--- src/rtl/rx_fcs_strip.sv ---
// ---------------------------------------------------------------------------
// rx_fcs_strip
//
// Receive-path stage fed by the RX FIFO read port. It checks the CRC-32 of
// every frame, removes the trailing 4-byte FCS, and marks the final payload
// byte of a bad frame (CRC mismatch or runt). Frames of four bytes or fewer
// produce no payload and only a status pulse.
//
// Ports:
//   clk, rst        system clock, synchronous active-high reset
//   s_valid/s_ready input byte handshake; s_data byte, s_last = last FCS byte
//   m_valid/m_ready output byte handshake; m_data payload byte,
//                   m_last = final payload byte, m_err = frame bad (on m_last)
//   stat_ok         one-cycle pulse: good frame completed
//   stat_crc_err    one-cycle pulse: CRC mismatch
//   stat_runt       one-cycle pulse: frame shorter than MIN_FRAME
// ---------------------------------------------------------------------------
module rx_fcs_strip #(
    parameter int unsigned MIN_FRAME = 64
) (
    input  logic       clk,
    input  logic       rst,
    input  logic       s_valid,
    output logic       s_ready,
    input  logic [7:0] s_data,
    input  logic       s_last,
    output logic       m_valid,
    input  logic       m_ready,
    output logic [7:0] m_data,
    output logic       m_last,
    output logic       m_err,
    output logic       stat_ok,
    output logic       stat_crc_err,
    output logic       stat_runt
);

    localparam logic [31:0] CRC_POLY    = 32'hEDB88320;
    localparam logic [31:0] CRC_INIT    = 32'hFFFFFFFF;
    // Register value left after a frame whose FCS matches its contents.
    localparam logic [31:0] CRC_RESIDUE = 32'hDEBB20E3;
    localparam logic [16:0] MIN_LEN     = 17'(MIN_FRAME);

    // One byte of reflected CRC-32, LSB first.
    function automatic logic [31:0] crc_byte(input logic [31:0] crc_in,
                                             input logic [7:0]  data);
        logic [31:0] c;
        c = crc_in ^ {24'h0, data};
        for (int i = 0; i < 8; i++) begin
            c = c[0] ? ((c >> 1) ^ CRC_POLY) : (c >> 1);
        end
        return c;
    endfunction

    // Four-byte delay line: entry 0 is the oldest byte. Whatever is still in
    // it when s_last arrives is the FCS and is simply abandoned.
    logic [7:0]  dly_q [4];
    logic [7:0]  dly_d [4];
    logic [2:0]  fill_q, fill_d;
    logic [31:0] crc_q, crc_d;
    logic [15:0] len_q, len_d;

    logic        m_valid_q, m_valid_d;
    logic [7:0]  m_data_q,  m_data_d;
    logic        m_last_q,  m_last_d;
    logic        m_err_q,   m_err_d;
    logic        stat_ok_q, stat_ok_d;
    logic        stat_crc_err_q, stat_crc_err_d;
    logic        stat_runt_q, stat_runt_d;

    logic        accept;
    logic        pop;
    logic [31:0] crc_next;
    logic [16:0] len_next;
    logic        crc_bad;
    logic        runt;

    always_comb begin
        // NOTE: every signal gets a default at the top of the block so no
        // path leaves it unassigned and no latch is inferred.
        dly_d          = dly_q;
        fill_d         = fill_q;
        crc_d          = crc_q;
        len_d          = len_q;
        m_valid_d      = m_valid_q;
        m_data_d       = m_data_q;
        m_last_d       = m_last_q;
        m_err_d        = m_err_q;

        // A full delay line can only take a byte if the output register is
        // free or being drained this cycle.
        s_ready  = (fill_q < 3'd4) || !m_valid_q || m_ready;
        accept   = s_valid && s_ready;
        pop      = accept && (fill_q == 3'd4);

        crc_next = crc_byte(crc_q, s_data);
        crc_bad  = (crc_next != CRC_RESIDUE);
        // 17 bits so a saturated counter still compares correctly.
        len_next = {1'b0, len_q} + 17'd1;
        runt     = (len_next < MIN_LEN);

        if (accept) begin
            if (pop) begin
                dly_d[0] = dly_q[1];
                dly_d[1] = dly_q[2];
                dly_d[2] = dly_q[3];
                dly_d[3] = s_data;
            end else begin
                dly_d[fill_q[1:0]] = s_data;
                fill_d             = fill_q + 3'd1;
            end
            crc_d = crc_next;
            len_d = (len_q == 16'hFFFF) ? len_q : len_q + 16'd1;
            if (s_last) begin
                fill_d = 3'd0;
                crc_d  = CRC_INIT;
                len_d  = 16'd0;
            end
        end

        if (pop) begin
            m_valid_d = 1'b1;
            m_data_d  = dly_q[0];
            m_last_d  = s_last;
            m_err_d   = s_last && (crc_bad || runt);
        end else if (m_ready) begin
            m_valid_d = 1'b0;
            m_last_d  = 1'b0;
            m_err_d   = 1'b0;
        end

        // Pulses fire once per s_last accept, so a stalled m_last beat
        // never repeats them.
        stat_ok_d      = accept && s_last && !crc_bad && !runt;
        stat_crc_err_d = accept && s_last && crc_bad;
        stat_runt_d    = accept && s_last && runt;
    end

    always_ff @(posedge clk) begin
        // NOTE: sequential state uses non-blocking assignments only, so every
        // flop samples the pre-edge values regardless of statement order.
        if (rst) begin
            fill_q         <= 3'd0;
            crc_q          <= CRC_INIT;
            len_q          <= 16'd0;
            m_valid_q      <= 1'b0;
            m_data_q       <= 8'h00;
            m_last_q       <= 1'b0;
            m_err_q        <= 1'b0;
            stat_ok_q      <= 1'b0;
            stat_crc_err_q <= 1'b0;
            stat_runt_q    <= 1'b0;
        end else begin
            fill_q         <= fill_d;
            crc_q          <= crc_d;
            len_q          <= len_d;
            m_valid_q      <= m_valid_d;
            m_data_q       <= m_data_d;
            m_last_q       <= m_last_d;
            m_err_q        <= m_err_d;
            stat_ok_q      <= stat_ok_d;
            stat_crc_err_q <= stat_crc_err_d;
            stat_runt_q    <= stat_runt_d;
        end
    end

    // NOTE: the delay-line storage has no reset; fill_q says which entries
    // are meaningful, so clearing the bytes would only add reset fan-out.
    always_ff @(posedge clk) begin
        dly_q <= dly_d;
    end

    assign m_valid      = m_valid_q;
    assign m_data       = m_data_q;
    assign m_last       = m_last_q;
    assign m_err        = m_err_q;
    assign stat_ok      = stat_ok_q;
    assign stat_crc_err = stat_crc_err_q;
    assign stat_runt    = stat_runt_q;

endmodule

--- config.mk ---
export PLATFORM = sky130hd
export DESIGN_NAME = rx_fcs_strip
export DESIGN_NICKNAME = d
export VERILOG_FILES = /design/src/rtl/rx_fcs_strip.sv
export SDC_FILE = /design/constraint.sdc
export NUM_CORES = 1
export LEC_CHECK = 0
export ABC_AREA = 1
export CORE_MARGIN = 5
export CORE_UTILIZATION = 57
export CTS_CLUSTER_DIAMETER = 120
export DETAILED_ROUTE_END_ITERATION = 8
export DONT_BUFFER_PORTS = 1
export PLACE_DENSITY = 0.73
export SLEW_MARGIN = 5
export SYNTH_ARGS = -nofsm -noshare
export SYNTH_HDL_FRONTEND = slang
export SYNTH_SLANG_ARGS = --single-unit
--- constraint.sdc ---
create_clock -name clk -period 5.05 [get_ports clk]
set_input_delay 0.7575 -clock clk [delete_from_list [all_inputs] [get_ports clk]]
set_output_delay 0.7575 -clock clk [all_outputs]
set_load 0.02 [all_outputs]
==> impl_results.md, run 1 <==
- Status: finished clean
- WS Path Type: reg2reg
- Reg-to-Reg Start: m_valid
- Gate Count Post-Synth: 827
- Clk slew on worst S/H paths: 0.11 ns
- CTS buffer count: 9
- Final setup fails: 0
- Register share of total power: a little under half
- Peak per-stage delay on the critical path: 0.53 ns
- Final ANT Viol Nets: 0
- Cts-stage hold buffer count: 0
- Crit path cell chain: nand3_1 > nand2_1 > buf_4 > nor2_1 > nand2_1 > inv_1 > buf_4 > or2_2 > clkinv_1 > nor2_1
- Slew Viols, Final: 0
- First-pass GRT wire length: 22.7 mm
- DRT Pass-1 Iters: 7
- First DRT Iteration DRCs: roughly 360
- Residual DRC count: 0
- DR vias/cell: 5.39
- Slew margin rel.: 40.5%
- RSZ-0062 raised after global routing: no
- DIE HEIGHT: 109 µm
- Row count: 36
- Die width: 109 µm
- Die ar.: 11800 µm²
- Slew at the pin closest to its max-slew limit: 0.890 ns
- Internal reg-to-reg setup slack: 1.69 ns
- Post-Syn Nets: 846
- CTS max path bufs: 2
- Sw power: just over 0.6 mW
- Setup Skew: 0.0127 ns
- Largest net degree at the start of global routing: 42
- PortBufs: 0
- Share of cells above drive strength 1: 5.95%
- Layout area overhead: 5.58%
- Final Worst Setup Slack: 1.69 ns
- Internal power: 1.20 mW
- Reg-to-reg critical path endpoint: dly_q[1]
- Static leakage: ~2.8 nW
- CP required: 5.07 ns
- FF+latch count, synth: 97
- # clock sinks: 97
- Critical path fanouts, max: 41
- CTS tree: built
- PostCTS Resize Cnt: 0
- Hold crit path type: in2reg
- Register area share after synthesis: slightly above 40%
- Crit path max-delay family: simple AND/OR/NAND/NOR gates
- TNS Setup: 0 ns
- Total track usage: 24.6%
- Number of fill cells: 919
- Max-cap viol count: 0
- Clock power share: 30.4%
- Worst setup SP type: flop
- WP data arrival: 3.38 ns
- Adder-cell share of the synthesized area: 1.35%
- Distinct cell type count after synthesis: 36
- Hold path startpoint: rst
- WP buf/inv: 4
- Reg2Reg Depth: 10
- Root Driver: clkbuf_8
- Placeable Area: 9640 µm²
- Vias in the first global route: between 4000 and 5000
- Post-CTS Setup Repair Bufs: 0
- Starting density of the core: 57.6%
- DPL Wire Length: 10.2 mm
- Peak Freq: just under 300 MHz
- Sw Share: between 30% and 40%
- Largest family of logic cells by synthesized area: simple AND/OR/NAND/NOR gates
- Pwr/cell area: just over 300 nW/µm²
- Ant diodes: 0
- Hold Crit Depth: 1
- Critical path endpoint category: flop
- Critical Path Slowest Stage Cell: nor2_1
- Ys Warns: 0
- Hold slack final: 0.422 ns
- VDD IR-drop max: 157 µV
- Final hold vios: 0
- FFs w/ async S/R, synth: 0%
- Initial antenna violation count: 0
- GRT overflow: 0
- Xor and xnor area share after synthesis: 3.15%
- Layout Nets: 838
- Post-synth EDFFs: 32
- Routed WL: 13.9 mm
- Final period utilization: between 60 and 70%
- Average cell area after synthesis: 6.72 µm²
- Synth Area in Compound Gates: 10.3%
- Mapped cell area: 5560 µm²
- Via count: 5163
- Htree depth: 3
- Wire length per cell: 14.5 µm
- Clk_lat worst skew: 0.38 ns
- Pre-CTS setup slack: 1.29 ns
- Hold endpoint: m_data[0]
- Proportion of synthesized area in mux cells: 0%
- Minimum clock period: 3.36 ns
- Main flop type after synthesis: dfxtp_1
- Final GP Congestion: between 0.9 and 1
- Simple-Gate Fraction of Synth Area: between 30 and 40%
- Comb power frac: 22.3%
- Io pins: 28
[routing by layer]
layer  GRT usage (%)  part of all wire [%]  vias to the layer above
met5               0                     0                        -
met4            11.5                   4.5                        0
met3            4.32                   6.3                       51
met2            42.1                    47                      174
li1                -                     -                     2641
met1            30.0                    43                     2297
[layout make-up]
class                   instances  area [µm²]  share of cell area [%]
inverters                      83         312                    5.31
multi-input cells             624        2880                    49.1
repair buffers                  4        30.0                   0.512
clock buffers                   9         124                    2.11
well taps                     133         166                    2.84
clock inverters                 7        92.6                    1.58
flip-flops and latches         97        2260                    38.6
[Yosys cell counts, drive strengths merged, types with 7 or more instances]
master  number  area share, %
dfxtp       65             23
nand3       65            5.9
nor3         7           0.63
xor2        16            2.5
a21oi       47            4.2
o31ai        9            1.3
clkbuf      17            1.1
inv         80            5.4
o21ai       23            2.1
o211ai      12            1.6
nor2        45            3.1
edfxtp      32             17
nand2      367             26
[layout by cell type (no fill, tap or decap), types with 2 or more instances in the layout]
cell type / count
nand3b_1: 4
xnor2_1: 4
nand2_1: 350
inv_2: 8
nor2_1: 44
buf_4: 4
nand3_1: 65
dfxtp_1: 65
clkbuf_8: 9
o31ai_1: 8
a2bb2oi_1: 2
edfxtp_1: 32
o211ai_1: 12
nor3_1: 7
nand4_1: 6
nand2_2: 16
or2_2: 2
and3_1: 2
a21oi_1: 47
inv_1: 72
clkinv_1: 3
o21ai_0: 23
ha_1: 6
xor2_1: 16
inv_6: 3
[stage by stage]
stage | total power, mW | utilization, % | cell area, µm² | std cells
2_1_floorplan | 1.18 | - | 5560 | 827
3_3_place_gp | 1.27 | 58.6 | 5650 | 941
3_5_place_dp | 1.28 | 58.6 | 5650 | 941
4_1_cts | 1.82 | 60.9 | 5870 | 957
5_1_grt | 1.91 | 60.9 | 5870 | 957
6_report | 1.82 | 60.9 | 5870 | 957
[sequential cells by signal, summed over array words and instances, names as in the netlist]
name and count:
m_err 1, stat_crc_err 1, m_valid 1, fill_q 3
len_q 16, crc_q 32, stat_runt 1, m_data 8
stat_ok 1, dly_q 32, m_last 1
[worst max-delay path by stage]
stage,startpoint,to,slack [ns],cells past startpoint
2_1_floorplan,m_ready,dly_q[0],2.15,9
3_3_place_gp,m_ready,dly_q[1],1.38,11
3_5_place_dp,m_ready,dly_q[2],1.29,11
4_1_cts,m_valid,dly_q[1],1.66,10
5_1_grt,m_valid,dly_q[3],1.38,10
6_report,m_valid,dly_q[1],1.69,10
[power by group through the flow]
stage	clock network [mW]	registers (mW)	logic (mW)
final	0.553	0.862	0.405
after detailed placement	0	0.879	0.398
after global placement	0	0.877	0.389
after floorplan	0	0.874	0.309
after CTS	0.558	0.861	0.400
after global routing	0.588	0.866	0.455
[worst reg2reg max path: stages, from the launching register on]
cell	delay, ns
dfxtp_1	0.40
nand3_1	0.26
nand2_1	0.09
buf_4	0.26
nor2_1	0.53
nand2_1	0.15
inv_1	0.08
buf_4	0.34
or2_2	0.20
clkinv_1	0.18
nor2_1	0.51
[cells by family after synthesis]
family	after synthesis
xor+xnor	20
compound gates	99
flops	97
buf+inv	106
simple gates	499
fa+ha+maj	6
(Power assumes the default switching activity.)
==> run 2: changes to the inputs <==
- ABC_AREA: 1 -> 0
- clock period: 5.05 -> 3.4 ns (I/O delays scaled with it)
==> impl_results.md, run 2 <==
- Critical Path Slowest Stage Cell: xnor2_1
- Hold crit path type: in2reg
- Register area share after synthesis: a little over two fifths
- Largest area contributor in the netlist: dfxtp_1
- DIE HEIGHT: 107 µm
- Root Driver: clkbuf_8
- Slew Viols, Final: 0
- Layout area overhead: 5.18%
- Post-CTS Setup Repair Bufs: 0
- Ant diodes: 0
- Internal reg-to-reg setup slack: 0.72 ns
- Average cell area after synthesis: 9.32 µm²
- Clk slew on worst S/H paths: 0.11 ns
- Residual DRC count: 0
- Post-synth EDFFs: 32
- Routed WL: ~11 mm
- CTS max path bufs: 2
- Io pins: 28
- Total track usage: 20.8%
- Final GP Congestion: 0.923
- Most used cells in the layout excluding fill and tap cells: nand2_1, dfxtp_1, xnor2_1
- Number of fill cells: 787
- Final ANT Viol Nets: 0
- Via count: 3904
- Synth area leaders: dfxtp_1, edfxtp_1, nand2_1
- Design Area, Final: around 5700 µm²
- Row count: 35
- Mapped cell area: 5390 µm²
- Pwr/cell area: 556 nW/µm²
- Final core utilization: 61.3%
- Layout Nets: 577
- First DRT Iteration DRCs: 258
- Hold slack final: just under 0.2 ns
- CP dominant cell by count: xnor2_1
- GRT overflow: 0
- Htree depth: 3
- Minimum clock period: 2.68 ns
- Cts-stage hold buffer count: 0
- WP data arrival: 2.94 ns
- Crit path cell chain: xnor2_1 > xnor2_1 > ha_1 > o2111ai_1 > nor4b_1 > o2111a_1 > nand4_2 > a31o_1
- Area taken by multi-input logic gates: 2960 µm²
- Slew at the pin closest to its max-slew limit: roughly 0.76 ns
- Ys Warns: 0
- Post-Syn Nets: 597
- Main flop type after synthesis: dfxtp_1
- Max-cap viol count: 0
- TNS Setup: 0 ns
- Peak per-stage delay on the critical path: 0.56 ns
- First-pass GRT wire length: 19.0 mm
- Critical path endpoint category: flop
- DPL Wire Length: 8.14 mm
- Gate Count Post-Synth: 578
- Largest net degree at the start of global routing: 66
- FF+latch count, synth: 97
- Distinct cell type count after synthesis: 56
- Share of cells above drive strength 1: under 10%
- Slew margin rel.: 48.5%
- Die width: 107 µm
- CTS tree: built
- Most frequent cells after synthesis: nand2_1, dfxtp_1, xnor2_1
- Status: finished clean
- Most frequent cell after synthesis: nand2_1
- Initial antenna violation count: 0
- Hold Crit Depth: 1
- WS Path Type: reg2reg
- Setup Skew: approximately 0.011 ns
- Reg area: 2260 µm²
- Biggest regs: crc_q (32), dly_q (32), len_q (16)
- Placeable Area: between 9000 and 10000 µm²
- RSZ-0062 raised after global routing: no
- Final hold vios: 0
- PortBufs: 0
- FFs w/ async S/R, synth: 0%
- Vias in the first global route: 3775
- Starting density of the core: between 50% and 60%
- PostCTS Resize Cnt: 0
- VDD IR-drop max: 382 µV
- Reg2Reg Depth: 8
- # clock sinks: 97
- Final setup fails: 0
- Clk_lat worst skew: 0.37 ns
- Peak Freq: 373 MHz
- Final period utilization: 78.9%
- DR vias/cell: 5.64
- CTS buffer count: 9
- Worst setup SP type: flop
- Commonest non-fill, non-tap cell in the layout: nand2_1
- Post-synth top area share: 24.1%
- DRT Pass-1 Iters: 5
- Static leakage: 2.08 nW
- Die ar.: 11500 µm²
- Placed cell area: around 5500 µm²
- CP required: approximately 3.7 ns
- Critical path fanouts, max: 6
- Wire length per cell: about 16 µm
[run 2: metrics by stage]
| step | worst slack [ns] | cells | total power, mW |
|---|---|---|---|
| after floorplan | 0.832 | 578 | 2.27 |
| after global placement | 0.755 | 676 | 2.44 |
| after detailed placement | 0.635 | 676 | 2.46 |
| after CTS | 0.748 | 692 | 3.17 |
| after global routing | 0.605 | 692 | 3.33 |
| final | 0.717 | 692 | 3.15 |
[run 2: layer usage]
layer  vias up  global-route usage [%]  share of wire (%)  wire, µm
li1       1966                       -                  -         -
met3        10                    4.52                5.4       606
met1      1837                    28.5                 46      5190
met2        91                    34.1                 48      5420
met5         -                       0                  0         0
met4         0                    3.74               0.87        99
[run 2: power breakdown]
group / total (mW) / switching, mW / leakage, nW / internal, mW
clock: 0.714 / 0.435 / 0.0905 / 0.280
combinational: 1.10 / 0.564 / 1.16 / 0.534
sequential: 1.34 / 0.0660 / 0.834 / 1.27
[run 2: critical path: cells and delay by family, from the launching register on]
family	cells	cell delay, ns
AOI/OAI and AO/OA	3	0.62
and+or+nand+nor	2	0.49
adders and majority gates	1	0.23
DFF	1	0.37
xor gates and xnor gates	2	0.87
[run 2: path summary, 6_finish.rpt]
| kind | from | endpoint |
|---|---|---|
| setup / recovery | crc_q[0] | m_err |
| hold / removal | rst | m_data[7] |
| setup reg to reg | crc_q[0] | m_err |
| hold reg to reg | crc_q[11] | crc_q[11] |
[run 2: layout make-up]
type | count | share of cell area (%)
sequential | 97 | 39.9
clock buffer | 9 | 2.19
inverter | 8 | 0.530
multi-input combinational | 435 | 52.2
tap | 129 | 2.85
timing repair buffer | 7 | 1.15
clock inverter | 7 | 1.15
[run 2: logic make-up after synthesis]
| group | synth area share, % |
|---|---|
| AOI/OAI and AO/OA | 13.1 |
| xor gates and xnor gates | 19.6 |
| adders and majority gates | 1.39 |
| buffers and inverters | 3.23 |
| DFF | 42.0 |
| muxes | 0.743 |
| and+or+nand+nor | 19.9 |
==> run 3: changes to the inputs <==
- ABC_AREA: 0 -> 1
- PLACE_DENSITY: 0.73 -> 0.76
- clock period: 3.4 -> 2.2 ns (I/O delays scaled with it)
==> impl_results.md, run 3 (synthesis gave the netlist of run 1 again) <==
- Status: finished clean
- Starting density of the core: between 50% and 60%
- Most used cells in the layout excluding fill and tap cells: nand2_1, inv_1, nand3_1
- Static leakage: between 3 and 4 nW
- Via count: 5477
- Slew margin rel.: roughly 70%
- Setup Skew: 0.00986 ns
- WS Path Type: reg2reg
- Crit path to: m_err
- Placeable Area: 9640 µm²
- Final ANT Viol Nets: 0
- Critical path fanouts, max: 8
- Final hold vios: 0
- Share of cells above drive strength 1: around 15%
- Worst setup SP type: flop
- Ant diodes: 0
- Final Power: 4.41 mW
- Layout Nets: 877
- Final period utilization: 93.6%
- Number of fill cells: 884
- Cts-stage hold buffer count: 2
- Residual DRC count: 0
- Critical path endpoint category: flop
- Die ar.: 11800 µm²
- Initial antenna violation count: 0
- Reg-to-reg critical path endpoint: m_err
- Peak Freq: 485 MHz
- GRT overflow: 0
- Root Driver: clkbuf_8
- First DRT Iteration DRCs: ~440
- First-pass GRT wire length: 24.6 mm
- Slew Viols, Final: 0
- Biggest regs: crc_q (32), dly_q (32), len_q (16)
- Hold crit path type: in2reg
- CTS max path bufs: 2
- Largest net degree at the start of global routing: 41
- DIE HEIGHT: roughly 110 µm
- DRT Pass-1 Iters: 5
- Hold slack final: 0.000927 ns
- CTS buffer count: 9
- Max-cap viol count: 0
- Minimum clock period: 2.06 ns
- WP data arrival: 2.34 ns
- Wire length per cell: 15.6 µm
- Reg-to-Reg Start: crc_q[0]
- Layout area overhead: 14.4%
- Total track usage: 27.1%
- DR vias/cell: 5.50
- Clk slew on worst S/H paths: 0.11 ns
- Final GP Congestion: 0.997
- CTS tree: built
- Pwr/cell area: 694 nW/µm²
- Vias in the first global route: 4942
- Commonest non-fill, non-tap cell in the layout: nand2_1
- Worst setup startpoint: crc_q[0]
- Die width: 109 µm
- Internal reg-to-reg setup slack: 0.14 ns
- # clock sinks: 97
- Final core utilization: 66.0%
- Reg2Reg Depth: 15
- Routed WL: between 15 and 20 mm
- Final setup fails: 0
- VDD IR-drop max: 358 µV
- Io pins: 28
- CP required: 2.48 ns
- Row count: 36
- Slew at the pin closest to its max-slew limit: around 0.42 ns
- PortBufs: 0
- Clk_lat worst skew: ~0.38 ns
- Htree depth: 3
- DPL Wire Length: around 11 mm
- TNS Setup: 0 ns
## run 3: cell count changes in the layout (fill, tap and decap cells not counted), moves of 15 or more
cell / change
a21oi_1: +18
nand3_1: +49
xnor2_1: -42
buf_4: +33
nand2_2: +27
o211ai_1: -15
nand2_1: +215
inv_1: +60
## run 3: metal layers
| layer | GRT usage, % | wire length (µm) | vias up | share of wire [%] |
|---|---|---|---|---|
| met5 | 0 | 0 | - | 0 |
| met4 | 11.2 | 413 | 0 | 2.7 |
| met3 | 3.49 | 1040 | 33 | 6.7 |
| met2 | 46.1 | 7600 | 194 | 49 |
| met1 | 34.7 | 6510 | 2524 | 42 |
| li1 | - | - | 2726 | - |
## run 3: layout make-up
class / count / area [µm²] / share of cell area, %
flip-flops and latches: 97 / 2270 / 35.8
inverters: 83 / 312 / 4.90
clock inverters: 7 / 93.8 / 1.48
multi-input cells: 624 / 3040 / 47.9
repair buffers: 43 / 344 / 5.41
clock buffers: 9 / 124 / 1.95
well taps: 133 / 166 / 2.62
## run 3: repair_timing
item | 4_1_cts | 5_1_grt
endpoints found under the hold margin | 8 | 7
resized for setup | 5 | 52
setup buffers | 0 | 7
pin swaps | 0 | 15
setup endpoints to repair | 2 | 18
## run 3: worst min-delay path by stage
stage | depth (start not counted) | slack, ns | startpoint | to
2_1_floorplan | 1 | 0.40 | rst | m_err
3_3_place_gp | 1 | 0.40 | rst | m_last
4_1_cts | 1 | 0.0008 | rst | len_q[9]
3_5_place_dp | 1 | 0.40 | rst | m_data[3]
6_report | 1 | 0.0009 | rst | len_q[12]
5_1_grt | 1 | -0.01 | rst | len_q[12]
## run 3: through the flow
stage	instances	cell area [µm²]	setup slack, ns
final	996	6360	0.140
after global routing	996	6360	-0.0260
after CTS	989	6150	0.0160
after detailed placement	971	5900	-0.0998
after global placement	971	5900	-0.0741
after floorplan	827	5570	0.0399
## run 3: power by group
group / total [mW] / leakage, nW / internal, mW / switching (mW)
Clock: 1.29 / 0.107 / 0.560 / 0.728
Sequential: 1.98 / 0.835 / 1.93 / 0.0502
Combinational: 1.15 / 2.12 / 0.386 / 0.761
## run 3: worst max-delay path: stages, from the launching register on
cell	delay [ns]
dfxtp_4	0.39
inv_2	0.06
nand2_2	0.10
nand2_4	0.13
nand2_4	0.11
nand3_1	0.12
nand2_4	0.15
inv_2	0.06
nand2_1	0.05
nand2_1	0.07
nor2_1	0.17
nand2_1	0.08
nor2_1	0.15
nand4_1	0.15
nand2_1	0.10
a21oi_1	0.06
